--- config.mk ---
export PLATFORM = sky130hd
export DESIGN_NAME = row_bram_xfer
export DESIGN_NICKNAME = d
export VERILOG_FILES = /design/src/rtl/cdf_bram_pkg.sv /design/src/rtl/row_word_mux.sv /design/src/rtl/row_bram_xfer.sv
export SDC_FILE = /design/constraint.sdc
export NUM_CORES = 2
export LEC_CHECK = 0
export BUFFER_PORTS_ARGS = -buffer_cell sky130_fd_sc_hd__buf_2
export CAP_MARGIN = 20
export CORE_AREA = 5 5 434 436
export CTS_BUF_LIST = sky130_fd_sc_hd__clkbuf_8
export DETAILED_ROUTE_END_ITERATION = 16
export DIE_AREA = 0 0 439 441
export SYNTH_ARGS = -nofsm -noshare
export SYNTH_HDL_FRONTEND = slang
export SYNTH_SLANG_ARGS = --single-unit
--- constraint.sdc ---
create_clock -name i_clk -period 5.1 [get_ports i_clk]
set_input_delay 0.255 -clock i_clk [delete_from_list [all_inputs] [get_ports i_clk]]
set_output_delay 0.255 -clock i_clk [all_outputs]
set_load 0.05 [all_outputs]
--- src/rtl/cdf_bram_pkg.sv ---
// Shared definitions for the connected-domain filter BRAM movers.
//   MODE_WR / MODE_RD : transfer direction as seen on i_mode
//   xfer_state_t      : row mover FSM states
//   clog2             : elaboration-time ceil(log2)
//   word_slice        : bit offset of word idx inside a row; the write select
//                       and the read insert both use it, so a row always comes
//                       back from BRAM in the same word order it went in
package cdf_bram_pkg;

    localparam logic MODE_WR = 1'b0;
    localparam logic MODE_RD = 1'b1;

    typedef enum logic [1:0] {
        IDLE,
        XFER,
        DONE
    } xfer_state_t;

    function automatic int clog2(input int v);
        int r;
        r = 0;
        while ((1 << r) < v) r++;
        return r;
    endfunction

    // msb_first=1 puts word 0 in the top WORD_W bits of the row
    function automatic int word_slice(input int n_words, input int word_w,
                                      input int idx, input bit msb_first);
        return (msb_first ? (n_words - 1 - idx) : idx) * word_w;
    endfunction

endpackage

--- src/rtl/row_word_mux.sv ---
// Row <-> word datapath for row_bram_xfer.
//   i_load / i_row_data          : capture the row to be written
//   i_sel_idx -> o_sel_word      : combinational word select; while i_load is
//                                  high the incoming row is used directly so
//                                  word 0 can be registered on the start edge
//   i_ins / i_ins_idx / i_ins_word : registered insert into the read row
//   o_rd_row                     : assembled read row (only read inserts touch it)
module row_word_mux
    import cdf_bram_pkg::*;
#(
    parameter int ROW_W     = 512,
    parameter int WORD_W    = 32,
    parameter int WORD_AW   = 4,
    parameter int MSB_FIRST = 1
) (
    input  logic               i_clk,
    input  logic               i_rstn,
    input  logic               i_load,
    input  logic [ROW_W-1:0]   i_row_data,
    input  logic [WORD_AW-1:0] i_sel_idx,
    output logic [WORD_W-1:0]  o_sel_word,
    input  logic               i_ins,
    input  logic [WORD_AW-1:0] i_ins_idx,
    input  logic [WORD_W-1:0]  i_ins_word,
    output logic [ROW_W-1:0]   o_rd_row
);

    localparam int N_WORDS = ROW_W / WORD_W;

    logic [ROW_W-1:0] wr_row_q;
    logic [ROW_W-1:0] sel_src;

    always_ff @(posedge i_clk or negedge i_rstn) begin
        if (!i_rstn) begin
            wr_row_q <= '0;
        end else if (i_load) begin
            wr_row_q <= i_row_data;
        end
    end

    assign sel_src = i_load ? i_row_data : wr_row_q;

    always_comb begin
        o_sel_word = sel_src[word_slice(N_WORDS, WORD_W, int'(i_sel_idx), MSB_FIRST != 0) +: WORD_W];
    end

    always_ff @(posedge i_clk or negedge i_rstn) begin
        if (!i_rstn) begin
            o_rd_row <= '0;
        end else if (i_ins) begin
            o_rd_row[word_slice(N_WORDS, WORD_W, int'(i_ins_idx), MSB_FIRST != 0) +: WORD_W] <= i_ins_word;
        end
    end

endmodule

--- src/rtl/row_bram_xfer.sv ---
// Wide-row <-> BRAM word mover. Write mode splits a ROW_W row into N_WORDS
// words written at {row, word_idx}; read mode reads them back and rebuilds the
// row. Words issue back-to-back: the next address/word is loaded on the same
// edge that acks the current one.
//   i_trig/i_mode/i_row_num/i_row_data : level start request and its operands,
//                                        captured when leaving IDLE
//   o_busy/o_done/o_rd_row             : status and assembled read row
//   o_bram_req/we/addr/wdata           : word request to the BRAM arbiter,
//                                        held stable until i_bram_ack
//   i_bram_rdata/i_bram_ack            : completion and read data
module row_bram_xfer
    import cdf_bram_pkg::*;
#(
    parameter int ROW_W     = 512,
    parameter int WORD_W    = 32,
    parameter int ROW_AW    = 9,
    parameter int MSB_FIRST = 1
) (
    input  logic                                         i_clk,
    input  logic                                         i_rstn,
    input  logic                                         i_trig,
    input  logic                                         i_mode,
    input  logic [ROW_AW-1:0]                            i_row_num,
    input  logic [ROW_W-1:0]                             i_row_data,
    output logic [ROW_W-1:0]                             o_rd_row,
    output logic                                         o_busy,
    output logic                                         o_done,
    output logic                                         o_bram_req,
    output logic                                         o_bram_we,
    output logic [ROW_AW+clog2(ROW_W/WORD_W)-1:0]        o_bram_addr,
    output logic [WORD_W-1:0]                            o_bram_wdata,
    input  logic [WORD_W-1:0]                            i_bram_rdata,
    input  logic                                         i_bram_ack
);

    localparam int N_WORDS = ROW_W / WORD_W;
    localparam int WORD_AW = clog2(N_WORDS);
    localparam int ADDR_W  = ROW_AW + WORD_AW;
    localparam logic [WORD_AW-1:0] LAST_IDX = WORD_AW'(N_WORDS - 1);

    // Single-word rows would need a zero-width word index, so N_WORDS >= 2.
    if (ROW_W % WORD_W != 0) begin : g_bad_div
        $error("row_bram_xfer: ROW_W must be a multiple of WORD_W");
    end
    if (N_WORDS < 2 || (N_WORDS & (N_WORDS - 1)) != 0) begin : g_bad_pow2
        $error("row_bram_xfer: ROW_W/WORD_W must be a power of 2 (>= 2)");
    end

    xfer_state_t        state_q, state_d;
    logic [WORD_AW-1:0] idx_q, idx_d;
    logic               mode_q, mode_d;
    logic               busy_d, done_d, req_d, we_d;
    logic [ADDR_W-1:0]  addr_d;
    logic [WORD_W-1:0]  wdata_d;

    logic               load;
    logic               ins;
    logic [WORD_AW-1:0] sel_idx;
    logic [WORD_W-1:0]  sel_word;

    assign load    = (state_q == IDLE) && i_trig;
    assign ins     = (state_q == XFER) && i_bram_ack && (mode_q == MODE_RD);
    // Look one word ahead so wdata is ready on the acking edge; the wrap at
    // the last word is harmless because that edge leaves XFER.
    assign sel_idx = (state_q == IDLE) ? '0 : idx_q + WORD_AW'(1);

    row_word_mux #(
        .ROW_W     (ROW_W),
        .WORD_W    (WORD_W),
        .WORD_AW   (WORD_AW),
        .MSB_FIRST (MSB_FIRST)
    ) u_mux (
        .i_clk      (i_clk),
        .i_rstn     (i_rstn),
        .i_load     (load),
        .i_row_data (i_row_data),
        .i_sel_idx  (sel_idx),
        .o_sel_word (sel_word),
        .i_ins      (ins),
        .i_ins_idx  (idx_q),
        .i_ins_word (i_bram_rdata),
        .o_rd_row   (o_rd_row)
    );

    always_comb begin
        state_d = state_q;
        idx_d   = idx_q;
        mode_d  = mode_q;
        busy_d  = o_busy;
        done_d  = o_done;
        req_d   = o_bram_req;
        we_d    = o_bram_we;
        addr_d  = o_bram_addr;
        wdata_d = o_bram_wdata;
        case (state_q)
            IDLE: begin
                if (i_trig) begin
                    state_d = XFER;
                    idx_d   = '0;
                    mode_d  = i_mode;
                    busy_d  = 1'b1;
                    req_d   = 1'b1;
                    we_d    = (i_mode == MODE_WR);
                    addr_d  = {i_row_num, {WORD_AW{1'b0}}};
                    wdata_d = sel_word;
                end
            end
            XFER: begin
                if (i_bram_ack) begin
                    if (idx_q == LAST_IDX) begin
                        state_d = DONE;
                        busy_d  = 1'b0;
                        req_d   = 1'b0;
                        done_d  = 1'b1;
                    end else begin
                        idx_d   = idx_q + WORD_AW'(1);
                        // low WORD_AW bits never overflow here, so +1 stays in the row
                        addr_d  = o_bram_addr + ADDR_W'(1);
                        wdata_d = sel_word;
                    end
                end
            end
            DONE: begin
                if (!i_trig) begin
                    state_d = IDLE;
                    done_d  = 1'b0;
                end
            end
            default: state_d = IDLE;
        endcase
    end

    always_ff @(posedge i_clk or negedge i_rstn) begin
        if (!i_rstn) begin
            state_q      <= IDLE;
            idx_q        <= '0;
            mode_q       <= MODE_WR;
            o_busy       <= 1'b0;
            o_done       <= 1'b0;
            o_bram_req   <= 1'b0;
            o_bram_we    <= 1'b0;
            o_bram_addr  <= '0;
            o_bram_wdata <= '0;
        end else begin
            state_q      <= state_d;
            idx_q        <= idx_d;
            mode_q       <= mode_d;
            o_busy       <= busy_d;
            o_done       <= done_d;
            o_bram_req   <= req_d;
            o_bram_we    <= we_d;
            o_bram_addr  <= addr_d;
            o_bram_wdata <= wdata_d;
        end
    end

endmodule

==> results.sh <==
export IMPL_status="completed"
export IMPL_clock_latency_ns=0.95
export IMPL_power_frac_clock=0.218
export IMPL_grt_overflow=0
export IMPL_cts_sinks=1079
export IMPL_post_dp_cell_area_sq_um=54700
export IMPL_drc_errors=0
export IMPL_clockRootBuffer="clkbuf_8"
export IMPL_power_leakage_nw=34.2
export IMPL_period_share=0.810
export IMPL_worstHoldEndpoint="u_mux.wr_row_q[492]"
export IMPL_slew_viol_final=0
export IMPL_clock_fmax_mhz=242
export IMPL_synth_ff_type="dfrtp_1"
export IMPL_p_total_mw=36.5
export IMPL_synth_commonest_cells="nand2_1 (2624), dfrtp_1 (1079), o21ai_0 (371)"
export IMPL_r2r_end="o_bram_wdata[24]"
export IMPL_hold_path_class="input pin to register"
export IMPL_synth_top_family_by_area="simple AND/OR/NAND/NOR gates"
export IMPL_final_hold_violation_count=0
export IMPL_slew_headroom=0.233
export IMPL_crit_chain="buf_4 -> and2b_1 -> nand3_2 -> nor2_4 -> buf_4 -> nand4_1 -> o2111ai_1"
export IMPL_vias_per_cell=4.99
export IMPL_syn_area_sq_um=46700
export IMPL_crit_type="register to register"
export IMPL_worstPathArrival_ns=4.97
export IMPL_initial_utilization=0.254
export IMPL_core_area_sq_um=184000
export IMPL_rsz0062_at_grt="false"
export IMPL_powerDensity_nw_per_um2=531
export IMPL_irDropWorstVdd_mv=0.485
export IMPL_port_buffers=1118
export IMPL_grt_start_max_net_pins=176
export IMPL_min_from="i_row_data[492]"
export IMPL_pwr_share_seq=0.361
export IMPL_cts_max_level=4
export IMPL_rows=158
export IMPL_p_switching_mw=17.1
export IMPL_synth_edf_count=0
export IMPL_crit_fanout=20
export IMPL_io_pins=1119
export IMPL_r2r_start="state_q[0]"
export IMPL_synth_cell_types=71
export IMPL_startpoint_type="register"
export IMPL_synth_simple_area_share=0.259
export IMPL_path_clk_slew_ns=0.06
export IMPL_ys_async_sr_fraction=1.00
export IMPL_skew_ns=0.0453
export IMPL_ys_seq_elements=1079
export IMPL_dr_pass1_iters=7
export IMPL_synth_mux_area_frac=0.0126
export IMPL_synth_compound_area_share=0.102
export IMPL_crit_path_frequent_cell="buf_4"
export IMPL_min_path_cells=4
export IMPL_post_cts_resize_count=0
export IMPL_post_cts_setup_buffers=0
export IMPL_critPathMaxStageDelay_ns=0.69
export IMPL_design_area_sq_um=68600
export IMPL_grt_total_usage=0.249
export IMPL_worst_pin_slew_ns=1.15
export IMPL_hpwl_um=151000
export IMPL_syn_nets=6034
export IMPL_cts_buffers=187
export IMPL_p_sw_frac=0.468
export IMPL_layout_area_overhead_vs_synth_pct=46.9
export IMPL_comb_power_share=0.422
export IMPL_dieArea_sq_um=194000
export IMPL_syn_inst=5473
export IMPL_num_vias=50436
export IMPL_p_int_mw=19.4
export IMPL_fin_setup_tns_ns=0
export IMPL_synth_area_leaders="dfrtp_1 (58%), nand2_1 (21%), o21ai_0 (4.0%)"
export IMPL_grt_pass1_wl_um=353000
export IMPL_synth_xor_xnor_area_share=0.00137
export IMPL_worst_ep_required_time_ns=5.94
export IMPL_cts_tree="done"
export IMPL_utilization=0.372
export IMPL_synth_fa_ha_area_frac=0.000804
export IMPL_yosysSeqAreaShare=0.578
export IMPL_nets=8014
export IMPL_max_cap_viol_count=0
export IMPL_period_needed_ns=4.13
export IMPL_clockBufferDepth=3
export IMPL_end_kind="register"
export IMPL_avgRoutedWirePerCell_um=24.7
export IMPL_gp_congestion=0.872
export IMPL_reg2regPathDepth=7
export IMPL_drive_gt1_frac=0.206
export IMPL_synth_largest_area_cell="dfrtp_1"
export IMPL_grt_pass1_vias=51427
export IMPL_r2r_slack_ns=0.97
export IMPL_setup_viol=0
export IMPL_syn_avg_cell_area_sq_um=8.54
export IMPL_drt_antenna_violating_nets=0
export IMPL_fp_dieW_um=439
export IMPL_synth_most_common_cell="nand2_1"
export IMPL_wirelength_um=249000
export IMPL_yosys_warnings=0
export IMPL_synth_top_area_frac=0.578
export IMPL_grt_antenna_before_repair=43
export IMPL_fillers=17880
export IMPL_drt_iter0_drc=4929
export IMPL_critPathSlowestCell="dfrtp_1"
export IMPL_fp_dieH_um=441
-- area by class of cell --
cell class	count	area, sq um	share of cell area
sequential	1079	27000	0.393
multi-input combinational	3882	17800	0.259
inverter	73	274	0.00399
clock inverter	105	578	0.00842
antenna	38	95.1	0.00139
clock buffer	222	3060	0.0445
tap	2480	3100	0.0452
timing repair buffer	2230	16700	0.243
-- what timing repair did --
action	CTS	global route
hold buffers	1018	0
hold endpoints to repair	1279	0
endpoints found under the setup margin	0	0
-- cell families (layout without fill, tap and decap cells) --
logic type | after synthesis | count (layout)
AO/OA/AOI/OAI | 785 | 785
XOR/XNOR | 3 | 3
adder cells (fa/ha/maj) | 3 | 3
buffers and inverters | 512 | 2630
flip-flops | 1079 | 1079
multiplexers | 59 | 59
other | 0 | 38
AND/OR/NAND/NOR | 3032 | 3032
-- worst max path at each step --
stage | startpoint | to | slack, ns | depth (start not counted)
6_report | state_q[0] | o_bram_wdata[24] | 0.97 | 7
2_1_floorplan | idx_q[2] | u_mux.o_rd_row[101] | 2.80 | 10
5_1_grt | state_q[0] | o_bram_wdata[24] | 0.98 | 7
3_3_place_gp | state_q[0] | o_bram_wdata[24] | 1.20 | 7
3_5_place_dp | state_q[0] | o_bram_wdata[24] | 1.17 | 7
4_1_cts | state_q[0] | o_bram_wdata[24] | 1.13 | 7
-- stage by stage --
stage	hold WS (ns)	setup slack, ns	instances
6_report	0.135	0.967	10109
5_1_grt	0.0616	0.975	10099
4_1_cts	0.000312	1.13	10070
3_5_place_dp	0.368	1.17	8725
3_3_place_gp	0.367	1.20	8724
2_1_floorplan	-0.0406	2.80	5473
-- placed cells by master (no fill, tap or decap), types with 9 or more instances in the layout --
master / n
nand2_1: 2615
buf_2: 1117
dfrtp_1: 1078
dlygate4sd3_1: 1017
o21ai_0: 370
nand3_1: 240
clkbuf_8: 222
inv_1: 137
o21ai_1: 90
buf_4: 78
mux2i_1: 59
o221ai_1: 59
o22ai_1: 50
o211ai_1: 39
diode_2: 38
nand4_1: 37
a21oi_1: 34
nor2_1: 32
o2111ai_1: 29
nor3_1: 28
o22a_1: 21
o21a_1: 21
clkinv_2: 20
a31o_2: 18
buf_12: 15
nor2_4: 14
o32ai_1: 12
a31oi_1: 12
nand2_2: 9
-- sequential cells by signal, indices dropped and copies added (netlist names) --
| name | flops |
|---|---|
| idx_q | 4 |
| mode_q | 1 |
| o_bram_addr | 13 |
| o_bram_req | 1 |
| o_bram_wdata | 32 |
| o_bram_we | 1 |
| o_done | 1 |
| state_q | 2 |
| u_mux.o_rd_row | 512 |
| u_mux.wr_row_q | 512 |
-- routing by layer --
layer	vias up	global-route usage	part of all wire
met5	-	0.00504	0.00034
met4	14	0.182	0.081
met3	1151	0.0647	0.089
met2	3517	0.420	0.48
met1	23958	0.271	0.35
li1	21796	-	-
-- power by group through the flow --
stage / registers (mW) / logic [mW] / clock network, mW
floorplan: 15.5 / 6.04 / 0
global placement: 13.0 / 14.3 / 0
detailed placement: 13.1 / 14.5 / 0
CTS: 13.0 / 15.1 / 8.08
global route: 13.4 / 16.4 / 8.46
finish: 13.1 / 15.4 / 7.93
-- critical path, delay by kind of cell, from the launching register on --
kind                   cells  cell delay, ns
AO/OA/AOI/OAI              1            0.34
buffers and inverters      2            0.83
flip-flops                 1            0.69
AND/OR/NAND/NOR            4            2.13
No activity file was read; power rests on OpenSTA's default activity.
